--- config.mk ---
export PLATFORM = sky130hd
export DESIGN_NAME = handshake_fifo
export DESIGN_NICKNAME = d
export VERILOG_FILES = /design/src/rtl/handshake_fifo.sv
export SDC_FILE = /design/constraint.sdc
export NUM_CORES = 1
export LEC_CHECK = 0
export ABC_AREA = 1
export BUFFER_PORTS_ARGS = -buffer_cell sky130_fd_sc_hd__clkbuf_2
export CAP_MARGIN = 5
export CORE_MARGIN = 2
export CORE_UTILIZATION = 48
export DETAILED_ROUTE_END_ITERATION = 6
export PLACE_DENSITY = 0.71
export SLEW_MARGIN = 20
export SYNTH_ARGS = -nofsm -noshare
export SYNTH_HDL_FRONTEND = slang
export SYNTH_SLANG_ARGS = --single-unit
--- constraint.sdc ---
create_clock -name clk -period 2.4 [get_ports clk]
set_clock_uncertainty 0.1 [all_clocks]
set_input_delay 0 -clock clk [delete_from_list [all_inputs] [get_ports clk]]
set_output_delay 0 -clock clk [all_outputs]
set_load 0.01 [all_outputs]
--- src/rtl/handshake_fifo.sv ---
// Synchronous valid/ready FIFO with first-word fall-through, occupancy count,
// watermark flags and a synchronous flush. Outputs depend only on state and rst.
module handshake_fifo #(
    parameter int DATA_BITS    = 8,
    parameter int DEPTH        = 4,
    parameter int ALMOST_FULL  = DEPTH - 1,
    parameter int ALMOST_EMPTY = 1
) (
    input  logic                       clk,
    input  logic                       rst,
    input  logic                       flush,
    input  logic                       s_valid,
    output logic                       s_ready,
    input  logic [DATA_BITS-1:0]       s_data,
    output logic                       m_valid,
    input  logic                       m_ready,
    output logic [DATA_BITS-1:0]       m_data,
    output logic [$clog2(DEPTH):0]     count,
    output logic                       almost_full,
    output logic                       almost_empty
);
    localparam int AW = $clog2(DEPTH);
    localparam int PW = AW + 1;

    logic [PW-1:0]        wr_ptr_q, wr_ptr_d;
    logic [PW-1:0]        rd_ptr_q, rd_ptr_d;
    logic [PW-1:0]        used;
    logic [DATA_BITS-1:0] mem [DEPTH];
    logic                 push, pop;

    always_comb begin
        // The extra pointer MSB makes a full buffer read as DEPTH, not 0.
        used     = wr_ptr_q - rd_ptr_q;
        s_ready  = !rst && (used != PW'(DEPTH));
        m_valid  = !rst && (used != '0);
        push     = s_valid && s_ready;
        pop      = m_valid && m_ready;
        wr_ptr_d = wr_ptr_q;
        rd_ptr_d = rd_ptr_q;
        if (flush) begin
            wr_ptr_d = '0;
            rd_ptr_d = '0;
        end else begin
            if (push) wr_ptr_d = wr_ptr_q + 1'b1;
            if (pop)  rd_ptr_d = rd_ptr_q + 1'b1;
        end
    end

    always_comb begin
        count        = rst ? '0 : used;
        almost_full  = (count >= PW'(ALMOST_FULL));
        almost_empty = (count <= PW'(ALMOST_EMPTY));
        m_data       = m_valid ? mem[rd_ptr_q[AW-1:0]] : '0;
    end

    always_ff @(posedge clk) begin
        if (rst) begin
            wr_ptr_q <= '0;
            rd_ptr_q <= '0;
        end else begin
            wr_ptr_q <= wr_ptr_d;
            rd_ptr_q <= rd_ptr_d;
        end
    end

    // Storage carries no reset; pointers alone define what is valid.
    always_ff @(posedge clk) begin
        if (push && !flush) mem[wr_ptr_q[AW-1:0]] <= s_data;
    end
endmodule

==> key figures <==
Placement
  – Placed Area: approximately 2000 um^2
  – Pre-CTS setup slack: approximately 0.084 ns
  – GPL Wtd Cong: 0.821
  – PortBufs: 27
  – DP HPWL: 2540 um

Floorplan
  – Num ports: 28
  – Core ar.: approximately 3700 um^2
  – Cell Rows: 22
  – Die area: between 4000 and 5000 um^2
  – Starting Density: approximately 50%
  – Die width: ~66 um
  – Vert. Die Dim: between 60 and 70 um

Global routing
  – Vias in the first global route: ~1200
  – Gr usage total: between 10% and 20%
  – Largest net degree at the start of global routing: 18
  – First-pass GRT wire length: 5640 um
  – Residual overflow from global routing: 0
  – Initial antenna violation count: 0

Timing
  – Final Max Tran Viols: 0
  – Endpoints failing hold: 0
  – Fmax achieved: roughly 0.44 GHz
  – Relative slew slack: 60.1%
  – Fin crit period: 2.29 ns
  – WHS: 0.0140 ns
  – Worst Tran Pin Value: between 0.5 and 0.6 ns
  – Setup_tns: 0 ns
  – Final setup fails: 0
  – Final worst path period share: a little over nine tenths
  – Worst setup margin: 0.113 ns

Yosys
  – Register area share after synthesis: between 60% and 70%
  – Synth area leader: edfxtp_1
  – Syn nets: around 200
  – Largest cells by area after synthesis: edfxtp_1 52%, nor2_1 9.6%, dfxtp_1 8.7%
  – Synthesized area: 1840 um^2
  – Flops & latches, synth: 40
  – Ys async rst share: 0%
  – Top-area cell type share of the netlist area: between 50 and 60%
  – Top cells by instance count after synthesis: 47 x nor2_1, 32 x edfxtp_1, 24 x nand2_1, 17 x o21ai_0, 16 x inv_1
  – Post-Syn Instances: ~180
  – Most frequent cell after synthesis: nor2_1
  – Ys flop type: edfxtp_1
  – Synth warnings: 0
  – Avg Inst Size Synth: between 10 and 15 um^2
  – Post-synthesis cell type count: 21
  – Post-synth EDFFs: 32

Final layout
  – Nets: 246
  – Final core utilization: around three fifths
  – # fillers: about 280
  – Post-Layout Inst Area: 2260 um^2
  – Diode count: 0
  – Share of layout cells above drive strength 1: between 20% and 30%
  – P&R area growth vs syn: 23.1%

Detailed routing
  – Final wirelength: around 3500 um
  – Post-route ant nets: 0
  – Vias: roughly 1300
  – DR pass1 iterations: 4
  – Vias per inst: about 4.9
  – DRC viols: 0
  – DRT iter0 DRCs: between 40 and 50
  – WL/cell: around 13 um

Setup path
  – Worst r2r dst: mem[0][4]
  – FF-to-FF path depth: 9
  – Worst Path Arrival: about 2.2 ns
  – CP endpoint kind: primary output
  – Reg-to-Reg Start: wr_ptr_q[0]
  – Worst-path fanout max: 9
  – WP data required: about 2.3 ns
  – Reg2reg setup slack: about 0.12 ns
  – Critical path launch point type: flop
  – Critical path class: flop to primary output

Power and ir drop
  – Power Dens Cells: between 600 and 700 nW/um^2
  – Worst ir drop on vdd: 0.000409 V
  – Sequential Power Share: between 50% and 60%
  – Static Leakage: 0.000956 uW
  – P_sw: 289 uW
  – Sw frac: between 20 and 25%
  – Clock network power share: between 30 and 40%
  – Combinational share of power: about 8.5%
  – P_int: between 1000 and 1500 uW

Clock network
  – CTS Root Cell: clkbuf_8
  – Postcts setup bufs: 0
  – Worst-path clk slew: around 0.070 ns
  – CTS Buf Count: 5
  – Clock tree buffer depth: 2
  – CTS tree: yes
  – CTS H-tree lvls: 2
  – Sink Count: 40
  – Skew-Pair Late Insertion Delay: approximately 0.28 ns

Status
  – Status: completed

Min path
  – Worst hold endpoint: wr_ptr_q[0]
  – Worst Hold Class: input pin to flop
  – Worst hold path stage count: 4
  – Hold path startpoint: s_valid

Job
  – Max Cap Violations: 0
final cells by class:
| type | instances | area [um^2] | share of cell area, % |
|---|---|---|---|
| tap | 48 | 60.1 | 2.65 |
| clock buffer | 6 | 72.6 | 3.20 |
| inverter | 19 | 71.3 | 3.15 |
| sequential | 40 | 1120 | 49.5 |
| multi-input combinational | 120 | 649 | 28.7 |
| clock inverter | 2 | 35.0 | 1.55 |
| timing repair buffer | 40 | 255 | 11.3 |
power by group through the flow:
| stage | sequential, uW | combinational, uW | clock [uW] |
|---|---|---|---|
| floorplan | 774 | 58.2 | 0 |
| global placement | 777 | 100 | 0 |
| detailed placement | 777 | 101 | 0 |
| CTS | 762 | 116 | 522 |
| global route | 762 | 133 | 557 |
| finish | 762 | 120 | 519 |
per-stage QoR:
step / power, uW / std cells
6_report: 1400 / 275
5_1_grt: 1450 / 275
4_1_cts: 1400 / 275
3_5_place_dp: 878 / 258
3_3_place_gp: 877 / 258
2_1_floorplan: 833 / 183
worst max-delay path by stage:
stage	start	end	cells past startpoint
floorplan	wr_ptr_q[0]	mem[3][0]	8
global placement	wr_ptr_q[0]	mem[3][7]	9
detailed placement	wr_ptr_q[0]	mem[0][3]	9
CTS	wr_ptr_q[0]	m_data[7]	12
global route	wr_ptr_q[0]	mem[2][0]	9
finish	wr_ptr_q[0]	m_data[7]	9
cells by family (layout without fill, tap and decap cells):
family / after synthesis / count (layout) / synth area share [%]
AOI/OAI and AO/OA: 27 / 27 / 7.41
and+or+nand+nor: 86 / 86 / 21.4
adders and majority gates: 7 / 7 / 5.17
buffers and inverters: 23 / 67 / 5.10
DFF: 40 / 40 / 61.0
layer usage:
layer | up-vias | global-route usage [%] | routed length (um)
li1 | 694 | - | -
met1 | 603 | 21.8 | 1560
met2 | 32 | 30.1 | 1780
met3 | 8 | 4.60 | 116
met4 | 0 | 7.03 | 71
met5 | - | 0 | 0
registers in the layout (all words and copies together) (netlist names), named ones only:
register	count
wr_ptr_q	3
rd_ptr_q	3
mem	32
what timing repair did:
item | in CTS | in global routing
gates resized for setup | 3 | 4
endpoints found under the setup margin | 8 | 42
cloned | 0 | 0
endpoints found under the hold margin | 35 | 0
hold buffers | 9 | 0
worst max-delay path, stage by stage (launching register included):
cell      delay [ns]
dfxtp_1         0.37
inv_2           0.08
ha_1            0.19
inv_1           0.06
fa_2            0.46
nor2_2          0.25
nand3_4         0.14
nand2_4         0.15
a21oi_1         0.06
clkbuf_2        0.13
cells in the final DEF, fill, tap and decap left out:
cell	n
nand2_1	24
fa_2	1
inv_2	4
nand4_1	1
dfxtp_1	8
inv_1	15
dlygate4sd3_1	9
nor2_2	2
clkbuf_1	1
nand3_4	2
clkbuf_2	27
a21oi_2	2
nand2_4	1
buf_4	4
clkinv_2	1
clkbuf_8	5
o21ai_0	17
a21oi_1	7
nor2_1	46
bufinv_16	1
ha_1	6
nand3_2	4
edfxtp_1	32
a31oi_1	1
nand3_1	2
nor3b_1	4
No activity file was read; power rests on OpenSTA's default activity.
